--- src/rtl/multdiv_pkg.sv ---
// Shared types and constants for the HI/LO multiply/divide controller.
// Contents: md_op_t operation encoding, md_state_t controller states,
// MD_DIV0_QUOT divide-by-zero quotient, is_md_long() helper.
package multdiv_pkg;

    typedef enum logic [2:0] {
        MD_MULT  = 3'd0,
        MD_MULTU = 3'd1,
        MD_DIV   = 3'd2,
        MD_DIVU  = 3'd3,
        MD_MTHI  = 3'd4,
        MD_MTLO  = 3'd5
    } md_op_t;

    typedef enum logic [1:0] {
        ST_IDLE = 2'd0,
        ST_MUL  = 2'd1,
        ST_DIV  = 2'd2
    } md_state_t;

    localparam logic [31:0] MD_DIV0_QUOT = 32'hFFFF_FFFF;

    // Multi-cycle ops that stall the pipeline.
    function automatic logic is_md_long(input md_op_t op);
        logic r;
        case (op)
            MD_MULT, MD_MULTU, MD_DIV, MD_DIVU: r = 1'b1;
            default:                            r = 1'b0;
        endcase
        return r;
    endfunction

endpackage

--- src/rtl/multdiv_ctrl_div.sv ---
// div_radix2: iterative restoring radix-2 divider, one quotient bit per cycle.
// Ports:
//   clk, resetn      clock, async active-low reset
//   start            load operands (first iteration is done on the load edge)
//   abort            drop the operation in flight, no done pulse
//   signed_en        treat a/b as two's complement
//   a, b             dividend, divisor
//   done             one-cycle pulse, quot/rem valid while high
//   quot, rem        final sign-corrected quotient and remainder
// Divide by zero returns quot=all-ones, rem=original dividend.
module div_radix2
    import multdiv_pkg::*;
#(
    parameter int DIV_CYCLES = 32
) (
    input  logic        clk,
    input  logic        resetn,
    input  logic        start,
    input  logic        abort,
    input  logic        signed_en,
    input  logic [31:0] a,
    input  logic [31:0] b,
    output logic        done,
    output logic [31:0] quot,
    output logic [31:0] rem
);

    logic [31:0] rem_q, quot_q, dvs_q, a_q;
    logic        qneg_q, rneg_q, div0_q, run_q, done_q;
    logic [5:0]  cnt_q;

    logic [31:0] a_mag, b_mag;
    logic [63:0] first_step, next_step;

    // One restoring step: shift the next dividend bit into the partial
    // remainder and subtract the divisor if it fits. quot register doubles
    // as the dividend shift register.
    function automatic logic [63:0] div_step(input logic [31:0] r,
                                             input logic [31:0] q,
                                             input logic [31:0] d);
        logic [32:0] sh, diff;
        logic [63:0] res;
        sh   = {r, q[31]};
        diff = sh - {1'b0, d};
        if (!diff[32]) res = {diff[31:0], q[30:0], 1'b1};
        else           res = {sh[31:0],   q[30:0], 1'b0};
        return res;
    endfunction

    assign a_mag      = (signed_en && a[31]) ? -a : a;
    assign b_mag      = (signed_en && b[31]) ? -b : b;
    assign first_step = div_step(32'd0, a_mag, b_mag);
    assign next_step  = div_step(rem_q, quot_q, dvs_q);

    always_ff @(posedge clk or negedge resetn) begin
        if (!resetn) begin
            rem_q  <= '0;
            quot_q <= '0;
            dvs_q  <= '0;
            a_q    <= '0;
            qneg_q <= 1'b0;
            rneg_q <= 1'b0;
            div0_q <= 1'b0;
            run_q  <= 1'b0;
            done_q <= 1'b0;
            cnt_q  <= '0;
        end else if (abort) begin
            run_q  <= 1'b0;
            done_q <= 1'b0;
            cnt_q  <= '0;
        end else if (start) begin
            {rem_q, quot_q} <= first_step;
            dvs_q  <= b_mag;
            a_q    <= a;
            qneg_q <= signed_en && (a[31] ^ b[31]);
            rneg_q <= signed_en && a[31];
            div0_q <= (b == 32'd0);
            cnt_q  <= 6'(DIV_CYCLES - 1);
            run_q  <= 1'b1;
            done_q <= 1'b0;
        end else begin
            done_q <= 1'b0;
            if (run_q) begin
                {rem_q, quot_q} <= next_step;
                cnt_q <= cnt_q - 6'd1;
                // Last iteration: result is final after this edge.
                if (cnt_q == 6'd1) begin
                    run_q  <= 1'b0;
                    done_q <= 1'b1;
                end
            end
        end
    end

    assign done = done_q;
    assign quot = div0_q ? MD_DIV0_QUOT : (qneg_q ? -quot_q : quot_q);
    assign rem  = div0_q ? a_q          : (rneg_q ? -rem_q  : rem_q);

endmodule

--- src/rtl/multdiv_ctrl.sv ---
// multdiv_ctrl: HI/LO multiply/divide sequencer for the execute stage.
// Owns HI/LO, runs multiplies through a MUL_LAT-cycle product path and
// divides through div_radix2, stalling the pipeline until commit.
// Ports:
//   clk, resetn       clock, async active-low reset
//   start_i, op_i     HI/LO op valid in execute and its md_op_t
//   a_i, b_i          rs / rt operands
//   flush_i           kill execute instruction, abort anything in flight
//   stall_o           hold fetch/decode/execute (combinational)
//   busy_o            controller not idle
//   hi_o, lo_o        HI / LO registers
// Build option: MULTDIV_DIV0_FAST_EN -- divide by zero commits one cycle
// after accept instead of running the full divider.
module multdiv_ctrl
    import multdiv_pkg::*;
#(
    parameter int MUL_LAT    = 3,
    parameter int DIV_CYCLES = 32
) (
    input  logic        clk,
    input  logic        resetn,
    input  logic        start_i,
    input  md_op_t      op_i,
    input  logic [31:0] a_i,
    input  logic [31:0] b_i,
    input  logic        flush_i,
    output logic        stall_o,
    output logic        busy_o,
    output logic [31:0] hi_o,
    output logic [31:0] lo_o
);

    md_state_t   state_q;
    logic [2:0]  cnt_q;
    logic [31:0] ma_q, mb_q, hi_q, lo_q;
    logic        msigned_q;

    logic        accept, is_div_op;
    logic        div_start, div_abort, div_done, div_done_eff;
    logic [31:0] div_quot, div_rem, div_lo, div_hi;
    logic [63:0] ma_x, mb_x, prod;

    assign accept    = (state_q == ST_IDLE) && start_i && !flush_i;
    assign is_div_op = (op_i == MD_DIV) || (op_i == MD_DIVU);
    assign div_abort = flush_i && (state_q == ST_DIV);

    // Sign/zero extension to 64 bits gives the same low 64 bits as the
    // 33x33 product.
    assign ma_x = {{32{msigned_q & ma_q[31]}}, ma_q};
    assign mb_x = {{32{msigned_q & mb_q[31]}}, mb_q};
    assign prod = ma_x * mb_x;

`ifdef MULTDIV_DIV0_FAST_EN
    // Divide by zero bypasses the divider; result formed from the latched
    // dividend on the single DIV-state cycle.
    logic        div0_fast_q;
    logic [31:0] div0_a_q;

    always_ff @(posedge clk or negedge resetn) begin
        if (!resetn) begin
            div0_fast_q <= 1'b0;
            div0_a_q    <= '0;
        end else if (accept && is_div_op) begin
            div0_fast_q <= (b_i == 32'd0);
            div0_a_q    <= a_i;
        end
    end

    assign div_start    = accept && is_div_op && (b_i != 32'd0);
    assign div_done_eff = div_done || div0_fast_q;
    assign div_lo       = div0_fast_q ? MD_DIV0_QUOT : div_quot;
    assign div_hi       = div0_fast_q ? div0_a_q     : div_rem;
`else
    assign div_start    = accept && is_div_op;
    assign div_done_eff = div_done;
    assign div_lo       = div_quot;
    assign div_hi       = div_rem;
`endif

    div_radix2 #(.DIV_CYCLES(DIV_CYCLES)) u_div (
        .clk       (clk),
        .resetn    (resetn),
        .start     (div_start),
        .abort     (div_abort),
        .signed_en (op_i == MD_DIV),
        .a         (a_i),
        .b         (b_i),
        .done      (div_done),
        .quot      (div_quot),
        .rem       (div_rem)
    );

    always_ff @(posedge clk or negedge resetn) begin
        if (!resetn) begin
            state_q   <= ST_IDLE;
            cnt_q     <= '0;
            ma_q      <= '0;
            mb_q      <= '0;
            msigned_q <= 1'b0;
            hi_q      <= '0;
            lo_q      <= '0;
        end else begin
            case (state_q)
                ST_IDLE: begin
                    if (start_i && !flush_i) begin
                        case (op_i)
                            MD_MULT, MD_MULTU: begin
                                ma_q      <= a_i;
                                mb_q      <= b_i;
                                msigned_q <= (op_i == MD_MULT);
                                cnt_q     <= 3'(MUL_LAT - 1);
                                state_q   <= ST_MUL;
                            end
                            MD_DIV, MD_DIVU: state_q <= ST_DIV;
                            MD_MTHI:         hi_q    <= a_i;
                            MD_MTLO:         lo_q    <= a_i;
                            default: ;
                        endcase
                    end
                end
                ST_MUL: begin
                    if (flush_i) begin
                        state_q <= ST_IDLE;
                    end else if (cnt_q == 3'd0) begin
                        {hi_q, lo_q} <= prod;
                        state_q      <= ST_IDLE;
                    end else begin
                        cnt_q <= cnt_q - 3'd1;
                    end
                end
                ST_DIV: begin
                    if (flush_i) begin
                        state_q <= ST_IDLE;
                    end else if (div_done_eff) begin
                        lo_q    <= div_lo;
                        hi_q    <= div_hi;
                        state_q <= ST_IDLE;
                    end
                end
                default: state_q <= ST_IDLE;
            endcase
        end
    end

    // Stall drops in the commit cycle so the next instruction sees HI/LO.
    always_comb begin
        stall_o = 1'b0;
        case (state_q)
            ST_IDLE: stall_o = start_i && !flush_i && is_md_long(op_i);
            ST_MUL:  stall_o = (cnt_q != 3'd0) && !flush_i;
            ST_DIV:  stall_o = !div_done_eff && !flush_i;
            default: stall_o = 1'b0;
        endcase
    end

    assign busy_o = (state_q != ST_IDLE);
    assign hi_o   = hi_q;
    assign lo_o   = lo_q;

endmodule

--- config.mk ---
export PLATFORM = sky130hd
export DESIGN_NAME = multdiv_ctrl
export DESIGN_NICKNAME = d
export VERILOG_FILES = /design/src/rtl/multdiv_pkg.sv /design/src/rtl/multdiv_ctrl_div.sv /design/src/rtl/multdiv_ctrl.sv
export SDC_FILE = /design/constraint.sdc
export NUM_CORES = 2
export LEC_CHECK = 0
export ABC_AREA = 1
export CORE_ASPECT_RATIO = 1.5
export CORE_MARGIN = 4
export CORE_UTILIZATION = 55
export CTS_CLUSTER_DIAMETER = 150
export CTS_CLUSTER_SIZE = 30
export DETAILED_ROUTE_END_ITERATION = 8
export HOLD_SLACK_MARGIN = 0.03
export PLACE_DENSITY = 0.74
export SLEW_MARGIN = 20
export SYNTH_ARGS = -nofsm -noshare
export SYNTH_HDL_FRONTEND = slang
export SYNTH_SLANG_ARGS = --single-unit
--- constraint.sdc ---
create_clock -name clk -period 7.78 [get_ports clk]
set_input_delay 1.556 -clock clk [delete_from_list [all_inputs] [get_ports clk]]
set_output_delay 1.556 -clock clk [all_outputs]
set_load 0.02 [all_outputs]
==> flow_summary.yaml <==
yosys:
  synth_seq_cells: 273
  synth_nets: 9150
  post_synth.cell_area_avg_sq_um: 7.53
  synth_flop_cell: "dfrtp_1"
  synth.yosys.seq_area_share_pct: 11.8
  yosys.area.top_type: "fa_1"
  yosysTopAreaCellShare_pct: 38.9
  synth_cell_types: 56
  synth_area_sq_mm: 0.0580
  synthTopCellsByArea: "fa_1 (39%), nand2_1 (13%), inv_1 (12%)"
  synth_edf_count: 0
  synth_cells: 7695
  synthArstFlopShare_pct: 100
  yosysWarningCount: 0
run_status:
  status: "complete, no violations"
grt:
  grt_pass1_wl_um: 298000
  grt_pass1_vias: 54700
  grt_max_degree: 130
  grt_overflow: 0
  track_usage_pct: 34.7
  antenna_found_initial: 3
timing:
  tightest_slew_ns: 1.13
  setup-violations-final: 0
  fin_crit_sh_pct: 98.3
  grt_setup_unrepaired: "yes"
  hold_violations: 0
  fmax_mhz: 131
  min_period_ns: 7.65
  clock_skew_ns: 0.0679
  maxSlewViolCount: 0
  fin_setup_tns_ns: 0
  slew_headroom_pct: 24.7
flow_run:
  cap_violations: 0
clocking:
  clk_latency_ns: 0.56
  cts.sinks: 273
  clkTransAtPathRegs_ns: 0.15
  max-clock-path-buffers: 3
  h-tree-depth: 1
  cts_made_buffers: 13
  cts_root_buf: "clkbuf_16"
  cts_tree: "built"
floorplan:
  row_count: 145
  start_util_pct: 55.6
  pin_count: 137
  core_area_sq_mm: 0.104
  die_w_um: 273
  die_h_um: 406
  die-area_sq_mm: 0.111
detailed_routing:
  drtIter0Drc: 4185
  routedWlPerCell_um: 20.7
  drcViolationCount: 0
  vias: 51600
  antenna_left: 0
  vias_per_cell: 5.60
  drt_pass1_iterations: 8
  wl_um: 190000
placement:
  place_hpwl_um: 159000
  place.port_buffers: 136
  gp_congestion: 1.11
setup_path:
  required_ns: 8.19
  cpMostUsedCell: "fa_1"
  path_class: "flop to flop"
  arrival_ns: 8.06
  slowest_stage: "fa_1"
  end_kind: "flop"
  slowest_delay_ns: 0.59
  cp_max_fo: 7
  cp-start-kind: "flop"
final_layout:
  area_growth_syn_to_layout_pct: 10.6
  layout.nets: 9261
  layout-drive-gt1-share_pct: 7.58
  mostFrequentLayoutCell: "nand2_1"
  final_cell_mix: "nand2_1 (1945), inv_1 (1871), fa_1 (1115)"
min_path:
  hp-class: "flop to flop"
-- state kept, by name, summed over array words and instances (netlist names) --
signal and flops:
u_div.div0_q 1, u_div.dvs_q 32, u_div.run_q 1, u_div.a_q 32, u_div.quot_q 32, hi_o 32
u_div.qneg_q 1, ma_q 32, u_div.done 1, u_div.rem_q 32, mb_q 32, state_q 2
cnt_q 3, u_div.rneg_q 1, u_div.cnt_q 6, lo_o 32, msigned_q 1
-- synthesized netlist by cell type, types with 8 or more instances --
| library cell | instances |
|---|---|
| buf_6 | 9 |
| clkbuf_1 | 346 |
| o31ai_1 | 8 |
| a21oi_1 | 231 |
| a21o_1 | 19 |
| ha_1 | 258 |
| dfrtp_1 | 273 |
| nor2_1 | 497 |
| nand3_1 | 238 |
| xor2_1 | 37 |
| or2_2 | 36 |
| nor2_2 | 9 |
| o21bai_1 | 9 |
| nand2_1 | 1956 |
| fa_1 | 1126 |
| nor3_1 | 52 |
| inv_1 | 1889 |
| o221ai_1 | 10 |
| o22ai_1 | 15 |
| a21boi_0 | 24 |
| xnor2_1 | 27 |
| nand4_1 | 49 |
| a22oi_1 | 13 |
| buf_2 | 8 |
| buf_1 | 15 |
| o211ai_1 | 38 |
| o21ai_0 | 388 |
| a31oi_1 | 17 |
-- layout make-up --
class,count,area [sq um]
well taps,1396,1750
clock buffers,13,325
fillers,9334,40200
diodes,2,5.00
flip-flops and latches,273,6850
repair buffers,481,4800
inverters,1898,7150
multi-input cells,5139,43200
clock inverters,1,30.0
-- worst max-delay path: cells and delay by family, from the launching register on --
kind / cells / cell delay, ns
adder cells (fa/ha/maj): 9 / 4.49
AND/OR/NAND/NOR: 7 / 1.02
AO/OA/AOI/OAI: 5 / 0.81
buffers and inverters: 7 / 0.73
flip-flops: 1 / 0.42
-- metrics by stage --
stage / utilization, % / area [sq um] / setup WS, ns / hold slack (ns) / cells
after detailed placement: 60.1 / 62700 / -0.0972 / 0.465 / 9164
after global routing: 61.4 / 64100 / -0.104 / 0.523 / 9201
final: 61.4 / 64100 / 0.130 / 0.492 / 9203
after floorplan: - / 58000 / 0.190 / 0.437 / 7695
after CTS: 60.4 / 63100 / -0.0630 / 0.494 / 9178
after global placement: 60.1 / 62700 / -0.0373 / 0.454 / 9164
-- final timing paths --
kind / start / endpoint / slack [ns] / cells past startpoint
min in group asynchronous: resetn / u_div.quot_q[11] / 0.96 / 1
max reg2reg: ma_q[31] / hi_o[10] / 0.13 / 28
min: lo_o[0] / lo_o[0] / 0.49 / 2
min reg2reg: lo_o[0] / lo_o[0] / 0.49 / 2
max in group asynchronous: resetn / u_div.rem_q[16] / 5.29 / 2
max: ma_q[31] / hi_o[10] / 0.13 / 28
-- what timing repair did --
action / CTS / global route
pin swaps: 0 / 31
hold buffers: 0 / 0
cloned: 0 / 2
setup endpoints to repair: 12 / 41
setup buffers: 0 / 22
gates resized for setup: 10 / 220
-- layer usage --
layer	share of wire, %	track usage (%)	wire length [um]	vias to the layer above
met4	8.2	21.1	15500	2
met1	34	39.8	65400	25600
met2	51	61.8	96200	2416
met5	0.0042	0	8	-
li1	-	-	-	22800
met3	6.9	4.17	13100	795
-- logic make-up after synthesis --
family / after synthesis / synth area share, %
adders and majority gates: 1384 / 44.5
buffers and inverters: 2283 / 15.0
AOI/OAI and AO/OA: 815 / 7.86
xor gates and xnor gates: 64 / 0.967
and+or+nand+nor: 2876 / 19.9
DFF: 273 / 11.8
Power is left out: the tool's default activity adds up to more than one toggle a clock period on the data nets, which glitch-free logic cannot reach.
